### config.mk
export PLATFORM = sky130hd
export DESIGN_NAME = pipeline_hazard_unit_flat
export DESIGN_NICKNAME = d
export VERILOG_FILES = /design/src/rtl/pipeline_hazard_unit_if.sv /design/src/rtl/pipeline_hazard_unit.sv /design/src/flat_wrapper.sv
export SDC_FILE = /design/constraint.sdc
export NUM_CORES = 1
export LEC_CHECK = 0
export BUFFER_PORTS_ARGS = -buffer_cell sky130_fd_sc_hd__buf_4
export CAP_MARGIN = 10
export CORE_MARGIN = 5
export CORE_UTILIZATION = 46
export CTS_CLUSTER_SIZE = 30
export DETAILED_ROUTE_END_ITERATION = 12
export GPL_ROUTABILITY_DRIVEN = 0
export PLACE_DENSITY = 0.87
export SETUP_SLACK_MARGIN = 0.5
export SYNTH_ARGS = -nofsm -noshare
export SYNTH_HDL_FRONTEND = slang
export SYNTH_SLANG_ARGS = --single-unit
export TNS_END_PERCENT = 1
### constraint.sdc
create_clock -name clk -period 4.5 [get_ports clk]
set_clock_uncertainty 0.05 [all_clocks]
set_input_delay 0.225 -clock clk [delete_from_list [all_inputs] [get_ports clk]]
set_output_delay 0.225 -clock clk [all_outputs]
set_load 0.02 [all_outputs]
### src/rtl/pipeline_hazard_unit_if.sv
// Signal bundle between the pipeline datapath and the hazard/forwarding controller.
// The datapath side uses master; the controller uses slave.
interface pipeline_hazard_unit_if #(
  parameter int REG_ADDR_BITS = 5,
  parameter int COUNT_BITS    = 16
);
  logic [REG_ADDR_BITS-1:0] rs1_addr_id;
  logic [REG_ADDR_BITS-1:0] rs2_addr_id;
  logic [REG_ADDR_BITS-1:0] rs1_addr_ex;
  logic [REG_ADDR_BITS-1:0] rs2_addr_ex;
  logic [REG_ADDR_BITS-1:0] rd_addr_ex;
  logic                     mem_read_ex;
  logic [REG_ADDR_BITS-1:0] rd_addr_mem;
  logic                     reg_write_mem;
  logic [REG_ADDR_BITS-1:0] rd_addr_wb;
  logic                     reg_write_wb;
  logic                     mem_access_mem;
  logic                     branch_taken_mem;

  logic [1:0]               forward1;
  logic [1:0]               forward2;
  logic                     pc_write;
  logic                     if_id_write;
  logic                     id_ex_bubble;
  logic                     if_id_flush;
  logic                     id_ex_flush;
  logic                     ex_mem_flush;
  logic                     freeze;
  logic [1:0]               state;
  logic [COUNT_BITS-1:0]    stall_count;

  modport master (
    output rs1_addr_id, rs2_addr_id, rs1_addr_ex, rs2_addr_ex, rd_addr_ex, mem_read_ex,
           rd_addr_mem, reg_write_mem, rd_addr_wb, reg_write_wb, mem_access_mem, branch_taken_mem,
    input  forward1, forward2, pc_write, if_id_write, id_ex_bubble, if_id_flush, id_ex_flush,
           ex_mem_flush, freeze, state, stall_count
  );

  modport slave (
    input  rs1_addr_id, rs2_addr_id, rs1_addr_ex, rs2_addr_ex, rd_addr_ex, mem_read_ex,
           rd_addr_mem, reg_write_mem, rd_addr_wb, reg_write_wb, mem_access_mem, branch_taken_mem,
    output forward1, forward2, pc_write, if_id_write, id_ex_bubble, if_id_flush, id_ex_flush,
           ex_mem_flush, freeze, state, stall_count
  );
endinterface

### src/rtl/pipeline_hazard_unit.sv
// Hazard and forwarding controller for the 5-stage core: MEM/WB bypass select, multi-cycle
// load-use bubbles, data-memory wait-state freeze, taken-branch flush and a saturating stall counter.
module pipeline_hazard_unit #(
  parameter int REG_ADDR_BITS    = 5,
  parameter int LOAD_USE_BUBBLES = 1,
  parameter int MEM_WAIT_CYCLES  = 0,
  parameter int FORWARDING_EN    = 1,
  parameter int COUNT_BITS       = 16
) (
  input logic                   clk,
  input logic                   reset,
  pipeline_hazard_unit_if.slave hz
);

  localparam logic [1:0] RUN        = 2'b00;
  localparam logic [1:0] LOAD_STALL = 2'b01;
  localparam logic [1:0] MEM_WAIT   = 2'b10;

  localparam int              WAIT_W      = (MEM_WAIT_CYCLES > 2) ? $clog2(MEM_WAIT_CYCLES) : 1;
  localparam logic [WAIT_W-1:0] WAIT_LOAD = WAIT_W'((MEM_WAIT_CYCLES > 0) ? MEM_WAIT_CYCLES - 1 : 0);
  localparam logic [1:0]      BUBBLE_LOAD = 2'(LOAD_USE_BUBBLES - 1);
  localparam bit              WAIT_EN     = (MEM_WAIT_CYCLES > 0);
  localparam bit              FWD_EN      = (FORWARDING_EN != 0);

  logic [1:0]            state_reg, state_next;
  logic [1:0]            bubble_cnt_reg, bubble_cnt_next;
  logic [WAIT_W-1:0]     wait_cnt_reg, wait_cnt_next;
  logic                  done_reg, done_next;
  logic [COUNT_BITS-1:0] stall_count_reg, stall_count_next;

  logic       hazard;
  logic       mem_trigger;
  logic       pc_write;
  logic       if_id_write;
  logic       id_ex_bubble;
  logic       flush_all;
  logic       freeze;
  logic [1:0] forward1;
  logic [1:0] forward2;

  // MEM result is newer than WB, so it wins when both match; x0 is never forwarded.
  function automatic logic [1:0] fwd_sel(input logic [REG_ADDR_BITS-1:0] src, mem_rd, wb_rd,
                                         input logic mem_we, wb_we);
    if (mem_we && (mem_rd != '0) && (mem_rd == src)) return 2'b10;
    if (wb_we && (wb_rd != '0) && (wb_rd == src))    return 2'b01;
    return 2'b00;
  endfunction

  assign hazard = hz.mem_read_ex && (hz.rd_addr_ex != '0) &&
                  ((hz.rd_addr_ex == hz.rs1_addr_id) || (hz.rd_addr_ex == hz.rs2_addr_id));

  // done_reg stops the access that just finished its wait from starting a second one.
  assign mem_trigger = WAIT_EN && hz.mem_access_mem && !done_reg;

  always_ff @(posedge clk or negedge reset) begin
    if (!reset) begin
      state_reg       <= RUN;
      bubble_cnt_reg  <= '0;
      wait_cnt_reg    <= '0;
      done_reg        <= 1'b0;
      stall_count_reg <= '0;
    end else begin
      state_reg       <= state_next;
      bubble_cnt_reg  <= bubble_cnt_next;
      wait_cnt_reg    <= wait_cnt_next;
      done_reg        <= done_next;
      stall_count_reg <= stall_count_next;
    end
  end

  always_comb begin
    state_next      = state_reg;
    bubble_cnt_next = bubble_cnt_reg;
    wait_cnt_next   = wait_cnt_reg;
    done_next       = done_reg;
    // EX/MEM advances whenever the PC does, which retires the finished access.
    if (pc_write) done_next = 1'b0;
    case (state_reg)
      RUN: begin
        if (hz.branch_taken_mem) begin
          state_next = RUN;
        end else if (mem_trigger) begin
          wait_cnt_next = WAIT_LOAD;
          if (WAIT_LOAD == '0) done_next  = 1'b1;
          else                 state_next = MEM_WAIT;
        end else if (hazard) begin
          bubble_cnt_next = BUBBLE_LOAD;
          if (BUBBLE_LOAD != 2'd0) state_next = LOAD_STALL;
        end
      end
      LOAD_STALL: begin
        if (hz.branch_taken_mem) begin
          bubble_cnt_next = 2'd0;
          state_next      = RUN;
        end else begin
          bubble_cnt_next = bubble_cnt_reg - 2'd1;
          if (bubble_cnt_reg <= 2'd1) state_next = RUN;
        end
      end
      MEM_WAIT: begin
        wait_cnt_next = wait_cnt_reg - WAIT_W'(1);
        if (wait_cnt_reg <= WAIT_W'(1)) begin
          state_next = RUN;
          done_next  = 1'b1;
        end
      end
      default: state_next = RUN;
    endcase
    stall_count_next = stall_count_reg;
    if (!pc_write && (stall_count_reg != {COUNT_BITS{1'b1}}))
      stall_count_next = stall_count_reg + COUNT_BITS'(1);
  end

  // While reset is held every control output is forced idle, even with hazards on the inputs.
  always_comb begin
    pc_write     = 1'b1;
    if_id_write  = 1'b1;
    id_ex_bubble = 1'b0;
    flush_all    = 1'b0;
    freeze       = 1'b0;
    forward1     = 2'b00;
    forward2     = 2'b00;
    if (reset) begin
      if (FWD_EN) begin
        forward1 = fwd_sel(hz.rs1_addr_ex, hz.rd_addr_mem, hz.rd_addr_wb, hz.reg_write_mem, hz.reg_write_wb);
        forward2 = fwd_sel(hz.rs2_addr_ex, hz.rd_addr_mem, hz.rd_addr_wb, hz.reg_write_mem, hz.reg_write_wb);
      end
      case (state_reg)
        RUN: begin
          if (hz.branch_taken_mem) begin
            flush_all = 1'b1;
          end else if (mem_trigger) begin
            freeze      = 1'b1;
            pc_write    = 1'b0;
            if_id_write = 1'b0;
          end else if (hazard) begin
            pc_write     = 1'b0;
            if_id_write  = 1'b0;
            id_ex_bubble = 1'b1;
          end
        end
        LOAD_STALL: begin
          if (hz.branch_taken_mem) begin
            flush_all = 1'b1;
          end else begin
            pc_write     = 1'b0;
            if_id_write  = 1'b0;
            id_ex_bubble = 1'b1;
          end
        end
        MEM_WAIT: begin
          freeze      = 1'b1;
          pc_write    = 1'b0;
          if_id_write = 1'b0;
        end
        default: ;
      endcase
    end
  end

  assign hz.forward1     = forward1;
  assign hz.forward2     = forward2;
  assign hz.pc_write     = pc_write;
  assign hz.if_id_write  = if_id_write;
  assign hz.id_ex_bubble = id_ex_bubble;
  assign hz.if_id_flush  = flush_all;
  assign hz.id_ex_flush  = flush_all;
  assign hz.ex_mem_flush = flush_all;
  assign hz.freeze       = freeze;
  assign hz.state        = state_reg;
  assign hz.stall_count  = stall_count_reg;

endmodule

### src/flat_wrapper.sv
// flat-port wrapper written by rule: the top's interface ports become plain ports
module pipeline_hazard_unit_flat 
#(
  parameter int REG_ADDR_BITS    = 5,
  parameter int LOAD_USE_BUBBLES = 1,
  parameter int MEM_WAIT_CYCLES  = 0,
  parameter int FORWARDING_EN    = 1,
  parameter int COUNT_BITS       = 16
)
  (clk, reset, hz_rs1_addr_id, hz_rs2_addr_id, hz_rs1_addr_ex, hz_rs2_addr_ex, hz_rd_addr_ex, hz_mem_read_ex, hz_rd_addr_mem, hz_reg_write_mem, hz_rd_addr_wb, hz_reg_write_wb, hz_mem_access_mem, hz_branch_taken_mem, hz_forward1, hz_forward2, hz_pc_write, hz_if_id_write, hz_id_ex_bubble, hz_if_id_flush, hz_id_ex_flush, hz_ex_mem_flush, hz_freeze, hz_state, hz_stall_count);
  pipeline_hazard_unit_if #(.REG_ADDR_BITS(REG_ADDR_BITS), .COUNT_BITS(COUNT_BITS)) hz_i ();
  input logic clk;
  input logic reset;
  input wire logic [$bits(hz_i.rs1_addr_id)-1:0] hz_rs1_addr_id;
  input wire logic [$bits(hz_i.rs2_addr_id)-1:0] hz_rs2_addr_id;
  input wire logic [$bits(hz_i.rs1_addr_ex)-1:0] hz_rs1_addr_ex;
  input wire logic [$bits(hz_i.rs2_addr_ex)-1:0] hz_rs2_addr_ex;
  input wire logic [$bits(hz_i.rd_addr_ex)-1:0] hz_rd_addr_ex;
  input wire logic [$bits(hz_i.mem_read_ex)-1:0] hz_mem_read_ex;
  input wire logic [$bits(hz_i.rd_addr_mem)-1:0] hz_rd_addr_mem;
  input wire logic [$bits(hz_i.reg_write_mem)-1:0] hz_reg_write_mem;
  input wire logic [$bits(hz_i.rd_addr_wb)-1:0] hz_rd_addr_wb;
  input wire logic [$bits(hz_i.reg_write_wb)-1:0] hz_reg_write_wb;
  input wire logic [$bits(hz_i.mem_access_mem)-1:0] hz_mem_access_mem;
  input wire logic [$bits(hz_i.branch_taken_mem)-1:0] hz_branch_taken_mem;
  output wire logic [$bits(hz_i.forward1)-1:0] hz_forward1;
  output wire logic [$bits(hz_i.forward2)-1:0] hz_forward2;
  output wire logic [$bits(hz_i.pc_write)-1:0] hz_pc_write;
  output wire logic [$bits(hz_i.if_id_write)-1:0] hz_if_id_write;
  output wire logic [$bits(hz_i.id_ex_bubble)-1:0] hz_id_ex_bubble;
  output wire logic [$bits(hz_i.if_id_flush)-1:0] hz_if_id_flush;
  output wire logic [$bits(hz_i.id_ex_flush)-1:0] hz_id_ex_flush;
  output wire logic [$bits(hz_i.ex_mem_flush)-1:0] hz_ex_mem_flush;
  output wire logic [$bits(hz_i.freeze)-1:0] hz_freeze;
  output wire logic [$bits(hz_i.state)-1:0] hz_state;
  output wire logic [$bits(hz_i.stall_count)-1:0] hz_stall_count;
  assign hz_i.rs1_addr_id = hz_rs1_addr_id;
  assign hz_i.rs2_addr_id = hz_rs2_addr_id;
  assign hz_i.rs1_addr_ex = hz_rs1_addr_ex;
  assign hz_i.rs2_addr_ex = hz_rs2_addr_ex;
  assign hz_i.rd_addr_ex = hz_rd_addr_ex;
  assign hz_i.mem_read_ex = hz_mem_read_ex;
  assign hz_i.rd_addr_mem = hz_rd_addr_mem;
  assign hz_i.reg_write_mem = hz_reg_write_mem;
  assign hz_i.rd_addr_wb = hz_rd_addr_wb;
  assign hz_i.reg_write_wb = hz_reg_write_wb;
  assign hz_i.mem_access_mem = hz_mem_access_mem;
  assign hz_i.branch_taken_mem = hz_branch_taken_mem;
  assign hz_forward1 = hz_i.forward1;
  assign hz_forward2 = hz_i.forward2;
  assign hz_pc_write = hz_i.pc_write;
  assign hz_if_id_write = hz_i.if_id_write;
  assign hz_id_ex_bubble = hz_i.id_ex_bubble;
  assign hz_if_id_flush = hz_i.if_id_flush;
  assign hz_id_ex_flush = hz_i.id_ex_flush;
  assign hz_ex_mem_flush = hz_i.ex_mem_flush;
  assign hz_freeze = hz_i.freeze;
  assign hz_state = hz_i.state;
  assign hz_stall_count = hz_i.stall_count;
  pipeline_hazard_unit #(.REG_ADDR_BITS(REG_ADDR_BITS), .LOAD_USE_BUBBLES(LOAD_USE_BUBBLES), .MEM_WAIT_CYCLES(MEM_WAIT_CYCLES), .FORWARDING_EN(FORWARDING_EN), .COUNT_BITS(COUNT_BITS)) u_core (.clk(clk), .reset(reset), .hz(hz_i));
endmodule
Word level (Yosys, flattened, before mapping)
Cells that the tools add are included.
- word-level logic and storage cells: 85
- register bits after elaboration: 21
- output and inout port bits: 29
- input bits: 42
- eq/ne operators: 14
- mux-type cells: 43
- add/sub/neg operators: 3
- reduce and logical (&&, ||, !) cells: 19
- $lt $le $gt $ge: 2
- operators with widths (kind ; number):
    2-bit 2-to-1 mux ; 17
    5-bit == test ; 6
    1-bit 2-to-1 mux ; 22
    16-bit by 1-bit adder with 16-bit output, second input constant ; 1
    16-bit inequality test, second input constant ; 1
    5-bit nonzero test ; 3
    1-bit logical AND ; 9
    2-bit case mux with 3 select lines ; 1
    3-bit AND reduction ; 2
    2-bit by 1-bit inequality test with 1-bit output, second input constant ; 2
    2-bit inequality test, second input constant ; 2
    2-bit case mux with 2 select lines ; 1
    3-bit by 2-bit inequality test with 1-bit output, second input constant ; 1
    1-bit case mux with 3 select lines ; 1
    2-bit by 1-bit == test with 1-bit output, second input constant ; 1
    2-bit == test, second input constant ; 1
    2-bit by 1-bit less-or-equal comparator with 1-bit output, second input constant ; 1
    2-bit zero test ; 1
    1-bit case mux with 2 select lines ; 1
    2-bit nonzero test ; 1
    2-bit OR reduction ; 1
    2-bit by 1-bit subtractor with 2-bit output, second input constant ; 1
    1-bit less-or-equal comparator, second input constant ; 1
    1-bit zero test ; 1
    other kinds (2) ; 2

Depth between registers and ports, before layout
Gate-level depths: netlist of run 1.
- depth after elaboration: 10
- gate-level depth with buffers: 7
- mapped depth without buffers: 6

Least setup slack after synthesis of run 1
Ideal clock, no wire load.
- path type: input port to output port
- start: input port hz_rd_addr_mem[0]
- end: output port hz_forward2[0]
- slack: 2.483 ns
- stages: 4
- buffers on the path: 0
- required time: 4.225 ns
- arrival: 1.742 ns
- cell sequence: or4_1 -> o21ai_0 -> nor4_1 -> nor4_1
- cells in the longest elaborated chain, start to end: 7
- elaborated cells between the ends (all ways): 8
- classes of those cells: eq/ne: 1; mux: 4; reduce/logical: 3
- ends and longest elaborated chain (what ; RTL line ; text):
    start: declaration ; flat_wrapper.sv:20 ; input wire logic [$bits(hz_i.rd_addr_mem)-1:0] hz_rd_addr_mem;
    5-bit nonzero test ; pipeline_hazard_unit.sv:44 ; if (mem_we && (mem_rd != '0) && (mem_rd == src)) return 2'b10;
    1-bit logical AND ; pipeline_hazard_unit.sv:44 ;
    1-bit logical AND * ; pipeline_hazard_unit.sv:44 ;
    1-bit 2-to-1 mux * ; pipeline_hazard_unit.sv:44 ;
    1-bit 2-to-1 mux * ; pipeline_hazard_unit.sv:123 ; if (reset) begin
    2-bit 2-to-1 mux * ; pipeline_hazard_unit.sv:45 ; if (wb_we && (wb_rd != '0) && (wb_rd == src)) return 2'b01;
    2-bit 2-to-1 mux * ; pipeline_hazard_unit.sv:123 ;
    end: declaration ; flat_wrapper.sv:27 ; output wire logic [$bits(hz_i.forward2)-1:0] hz_forward2;
Every way passes the cells marked *; elsewhere a longest branch is shown, timed or not. The select of a mux whose other input is x is not followed.

Worst setup path in the final report of run 1
- start: input port reset
- end: output port hz_forward2[0]
- cells in the longest elaborated chain, start to end: 1
- ends and longest elaborated chain (what ; RTL line ; text):
    start: declaration ; flat_wrapper.sv:13 ; input logic reset;
    2-bit 2-to-1 mux ; pipeline_hazard_unit.sv:123 ;
No other way between the ends.

==> results.md, run 1 <==
- Status: complete, no violations
- IO buf count: 66
- Psw: around 0.11 mW
- Asr flop ratio synth: 100%
- IO Pins: 71
- Critical Path Start Type: input port
- Switching share of total power: between 20% and 30%
- Syn Std Cell Area: around 0.0013 sq mm
- Number of synthesized flops with an enable pin: 0
- Cts repair resizes: 0
- DR pass1 iterations: 4
- Vias in the first global route: roughly 1300
- Initial drt markers: 35
- Power Density: about 200 mW/mm^2
- Reg2Reg Launch Point: u_core.hz.stall_count[0]
- Critical Path Fanout Max: 21
- WL/cell: 15.4 microns
- Sequential element share of the synthesized area: between 30% and 40%
- Post-CTS Repair Setup Buffers: 0
- Synth unique cells: 30
- Count leader, synth: xnor2_1
- Max reg flops: 16
- Drt total wl: 3520 microns
- CTS tree: done
- Synth top area cells: dfrtp_1 (31%), xnor2_1 (21%), xor2_1 (9.5%)
- RSZ-0062 raised after global routing: false
- Final Net Count: around 240
- Clock slew at reported path FFs: approximately 100 ps
- GRT overflow: 0
- DR top layer: met4
- Synth top cells by count: xnor2_1 (31), dfrtp_1 (16), xor2_1 (14)
- Die width: approximately 63 microns
- Site Rows: 19
- Die H: 63.1 microns
- Critical path data required time: about 4200 ps
- Met2 routed WL: around 1900 microns
- PnR Total Power: 0.368 mW
- Final hold vios: 0
- Largest area contributor in the netlist: dfrtp_1
- R2r setup slk: 2640 ps
- Clk_lat worst skew: about 290 ps
- Largest net degree at the start of global routing: 22
- Clock root cell: clkbuf_4
- Total CTS buffers: 3
- Clock share of power: 26.4%
- Initial core utilization: a little under half
- DRC: 0
- Commonest register cell after synthesis: dfrtp_1
- Sequential share of power: between 40% and 50%
- Routed length on met1: 1310 microns
- Final ANT Viol Nets: 0
- Synthesized flop and latch total: 16
- Slew Limit Headroom: between 50% and 60%
- Worst reg2reg endpoint: u_core.hz.stall_count[1]
- First-pass GRT wire length: about 5700 microns
- Clock Path Buffers: 2
- Met3 wire len: between 200 and 300 microns
- GRT Resource Usage Total: between 15 and 20%
- Final Critical Period: 2450 ps
- Layout cells sized above 1: 39.9%
- Synth top area share: roughly 31%
- Max Freq: 409 MHz
- Worst setup endpoint: hz_forward2[0]
- Via count: approximately 1200
- Leak: ~0.86 nW
- Syn-to-layout area delta: 41.5%
- Hold buffers post-CTS: 1
- Initial antenna violation count: 0
- Die Area: approximately 0.0040 sq mm
- Fin Setup TNS: 0 ps
- Logic pwr share: between 30% and 40%
- Crit Path Category: input port to output pin
- Clock Sinks: 16
- H-Tree Level Count: 1
- Mapped Cells: roughly 130
- R2r worst-path depth: 6
- Post-DP HPWL: ~3000 microns
- Worst-Margin Slew: 686 ps
- Ant. Diodes: 0
- Worst Setup SP: reset
- Hold crit path type: input port to async pin
- P_int: roughly 0.26 mW
- Synth Area per Inst: roughly 10 sq um
- Max-cap viol count: 0
- CORE AREA: ~0.0027 sq mm
- VDD IR max: ~0.15 mV
- Via/cell ratio: between 5 and 6
- Final slew viol count: 0
- Final period utilization: a little over half
- CP arrival: about 2200 ps
- Yosys warns: 0
- # setup viols final: 0
- Critical path endpoint category: output pin
[placed cells by master, fill, tap and decap left out, types with 2 or more instances in the layout]
| cell | netlist | final |
|---|---|---|
| conb_1 | 1 | 3 |
| or4_1 | 4 | 4 |
| dfrtp_1 | 16 | 16 |
| xor2_1 | 14 | 14 |
| nor4_1 | 4 | 4 |
| nand4_1 | 9 | 9 |
| buf_4 | 6 | 66 |
| and2_1 | 4 | 4 |
| nand2_1 | 5 | 5 |
| nand3_1 | 13 | 13 |
| xnor2_1 | 31 | 31 |
| clkbuf_4 | 0 | 3 |
| inv_1 | 2 | 2 |
| and3_1 | 6 | 6 |
[metal layers]
layer	vias up	global-route usage [%]
met4	0	5.84
met2	48	32.4
met3	4	3.73
met5	-	0
met1	590	20.0
li1	591	-
[power by group through the flow]
stage,Sequential (mW),Clock [mW],Combinational (mW)
after floorplan,0.167,0,0.0492
after global placement,0.160,0,0.110
after detailed placement,0.160,0,0.113
after CTS,0.157,0.0967,0.115
after global routing,0.159,0.106,0.123
final,0.157,0.0972,0.114
[worst min-delay path by stage]
| stage | start | to | slack [ps] | cells after the start |
|---|---|---|---|---|
| 2_1_floorplan | reset | u_core.hz.stall_count[0] | -120 | 0 |
| 4_1_cts | reset | u_core.hz.stall_count[10] | 300 | 2 |
| 3_3_place_gp | reset | u_core.hz.stall_count[9] | 60 | 1 |
| 6_report | reset | u_core.hz.stall_count[5] | 290 | 2 |
| 3_5_place_dp | reset | u_core.hz.stall_count[8] | 70 | 1 |
| 5_1_grt | reset | u_core.hz.stall_count[10] | 310 | 2 |
[area by class of cell]
cell class,instances,area (sq um)
sequential,16,400
timing repair buffer,67,505
clock buffer,4,36.3
tap,31,38.8
fill,214,900
inverter,2,7.51
multi-input combinational,109,846
[critical path, cell delays in order]
cell and delay (ps):
dlygate4sd3_1 530, buf_4 270, o211ai_1 150, or4_1 550, nor4_1 250, buf_4 210
[per-stage QoR]
stage	cells	worst slack (ps)	cell area (sq um)	utilization [%]	hold WS, ps
2_1_floorplan	134	2480	1300	-	-121
3_3_place_gp	224	2570	1790	65.4	64.9
3_5_place_dp	224	2460	1790	65.4	68.0
4_1_cts	229	2040	1830	67.1	301
5_1_grt	229	1850	1830	67.1	310
6_report	229	2050	1830	67.1	287
[kinds of logic after synthesis]
group | share of synthesized area, %
other cells | 0.289
flops | 30.9
xor+xnor | 30.4
buf+inv | 4.44
fa+ha+maj | 0.965
compound gates | 3.96
simple gates | 27.9
mux | 1.16
Note: power is estimated with default switching activity, not from simulation.
==> run 2: changes to the inputs <==
--- a/config.mk
+++ b/config.mk
@@ -8,11 +8,11 @@
 export BUFFER_PORTS_ARGS = -buffer_cell sky130_fd_sc_hd__buf_4
 export CAP_MARGIN = 10
 export CORE_MARGIN = 5
-export CORE_UTILIZATION = 46
+export CORE_UTILIZATION = 44
 export CTS_CLUSTER_SIZE = 30
 export DETAILED_ROUTE_END_ITERATION = 12
 export GPL_ROUTABILITY_DRIVEN = 0
-export PLACE_DENSITY = 0.87
+export PLACE_DENSITY = 0.84
 export SETUP_SLACK_MARGIN = 0.5
 export SYNTH_ARGS = -nofsm -noshare
 export SYNTH_HDL_FRONTEND = slang
==> constraint.sdc (replaced) <==
create_clock -name clk -period 2.45 [get_ports clk]
set_clock_uncertainty 0.05 [all_clocks]
set_input_delay 0.1225 -clock clk [delete_from_list [all_inputs] [get_ports clk]]
set_output_delay 0.1225 -clock clk [all_outputs]
set_load 0.02 [all_outputs]
==> results.md, run 2 (same netlist as run 1, synthesis figures left out) <==
- Setup WS pre-CTS: around 580 ps
- Die width: about 64 microns
- Final hold vios: 0
- CP arrival: 1640 ps
- Hold path depth: 6
- Worst-path cell chain: buf_4, or4_1, o21ai_0, nor4_1, nor4_1, buf_4
- Worst path slowest cell: or4_1
- Vias in the first global route: about 1300
- Clock slew at reported path FFs: 90 ps
- First-pass GRT wire length: roughly 6300 microns
- Slew Limit Headroom: around half
- DR pass1 iterations: 4
- Max reg flops: 16
- Post-CTS Repair Setup Buffers: 0
- Sequential share of power: 42.4%
- Met3 wire len: ~270 microns
- # placed instances: roughly 230
- IO buf count: 66
- Critical path data required time: approximately 2300 ps
- Final slew viol count: 0
- RSZ-0062 raised after global routing: false
- Worst-Margin Slew: about 750 ps
- Logic pwr share: ~32%
- Largest net degree at the start of global routing: 17
- Reg area: 400 sq um
- Final Critical Period: between 1500 and 2000 ps
- R2r worst-path depth: 6
- H-Tree Level Count: 1
- Routed length on met1: 1490 microns
- WL/cell: between 15 and 20 microns
- Power Density: 368 mW/mm^2
- Worst Setup Slack, final: around 630 ps
- Status: complete, no violations
- Critical Path Start Type: input port
- GRT Resource Usage Total: approximately a fifth
- Fill cells: about 230
- Via/cell ratio: between 5 and 6
- Fin Setup TNS: 0 ps
- GRT overflow: 0
- DRC: 0
- Most frequent cells in the layout: buf_4 (67), xnor2_1 (31), dfrtp_1 (16)
- Hold crit path type: input port to flip-flop
- Cts repair resizes: 0
- Clock Sinks: 16
- Most common cell after layout, fill and taps aside: buf_4
- Worst reg2reg endpoint: u_core.hz.stall_count[1]
- Clock share of power: between 20% and 30%
- Site Rows: 19
- Syn-to-layout area delta: 42.9%
- Hold endpoint: u_core.hz.stall_count[11]
- Clock Path Buffers: 2
- Met2 routed WL: around 2000 microns
- Max Freq: 550 MHz
- Initial core utilization: about 47%
- Leak: 0.866 nW
- CTS tree: done
- Switching share of total power: a little under 30%
- R2r setup slk: between 600 and 700 ps
- Final period utilization: between 70 and 80%
- Via count: around 1300
- Psw: 0.203 mW
- Fin cells: 231
- Reg2Reg Launch Point: u_core.hz.stall_count[0]
- Max-cap viol count: 0
- Clk_lat worst skew: between 200 and 300 ps
- Total CTS buffers: 3
- CORE AREA: between 0.002 and 0.003 sq mm
- Critical path endpoint category: output pin
- Ant. Diodes: 0
- VDD IR max: 0.476 mV
- Hold path start: hz_branch_taken_mem
- P_int: 0.478 mW
- Final ANT Viol Nets: 0
- Post-DP HPWL: about 3100 microns
- Largest stage delay, worst path: between 500 and 600 ps
- Critical Path Fanout Max: 3
- IO Pins: slightly above 70
- Clock root cell: clkbuf_4
- Multi-input gate area: between 800 and 900 sq um
- # setup viols final: 0
- Hold_ws: 265 ps
- Die H: between 60 and 70 microns
- Die Area: around 0.0041 sq mm
- Initial antenna violation count: 0
- Layout cells sized above 1: 40.0%
- DR top layer: met4
- Drt total wl: about 3800 microns
- Initial drt markers: 42
- Crit Path Category: input port to output pin
- Final Net Count: about 240
==> run 2: cell types whose count changed in the layout (fill, tap and decap cells not counted), sizes merged <==
cell         previous run  this run
dlygate4sd3             1         2
buf                    66        67
==> run 2: worst max path at each step <==
stage                             start                  endpoint  slack (ps)  cells past startpoint
6_report              hz_rd_addr_mem[0]            hz_forward2[0]         630                      6
5_1_grt                hz_rd_addr_ex[0]               hz_pc_write         530                      7
4_1_cts        u_core.hz.stall_count[0]  u_core.hz.stall_count[1]         560                      6
3_5_place_dp   u_core.hz.stall_count[0]  u_core.hz.stall_count[1]         580                      6
3_3_place_gp   u_core.hz.stall_count[0]  u_core.hz.stall_count[1]         650                      6
2_1_floorplan  u_core.hz.stall_count[0]  u_core.hz.stall_count[1]         590                      6
==> run 2: layout make-up <==
class                           count  share of cell area, %
Clock buffer                        4                   1.96
Inverter                            2                  0.405
Multi-Input combinational cell    109                   45.7
Sequential cell                    16                   21.6
Tap cell                           31                   2.09
Timing Repair Buffer               69                   28.2
==> run 2: metal layers <==
| metal | GRT usage, % | vias to the layer above |
|---|---|---|
| li1 | - | 598 |
| met1 | 22.4 | 606 |
| met2 | 33.5 | 45 |
| met3 | 3.50 | 6 |
| met4 | 5.60 | 0 |
| met5 | 0 | - |
==> run 2: power groups by stage <==
| stage | combinational [mW] | clock [mW] | sequential (mW) |
|---|---|---|---|
| 3_5_place_dp | 0.215 | 0 | 0.294 |
| 4_1_cts | 0.220 | 0.179 | 0.289 |
| 3_3_place_gp | 0.204 | 0 | 0.292 |
| 6_report | 0.218 | 0.175 | 0.289 |
| 2_1_floorplan | 0.0904 | 0 | 0.306 |
| 5_1_grt | 0.233 | 0.192 | 0.292 |
==> run 2: metrics by stage <==
stage,cell area [sq um],utilization (%),power (mW)
after global routing,1850,66.6,0.717
after CTS,1850,66.6,0.688
after global placement,1800,64.6,0.496
final,1850,66.6,0.681
after floorplan,1300,-,0.396
after detailed placement,1800,64.6,0.509
==> run 2: critical path, delay by kind of cell <==
family	cells	cell delay, ps
and+or+nand+nor	3	970
AOI/OAI and AO/OA	1	220
buffers and inverters	2	330
==> run 2: repair_timing <==
item                                    CTS  global route
hold buffers                              2             0
endpoints found under the setup margin    0             1
hold endpoints to repair                 16             0
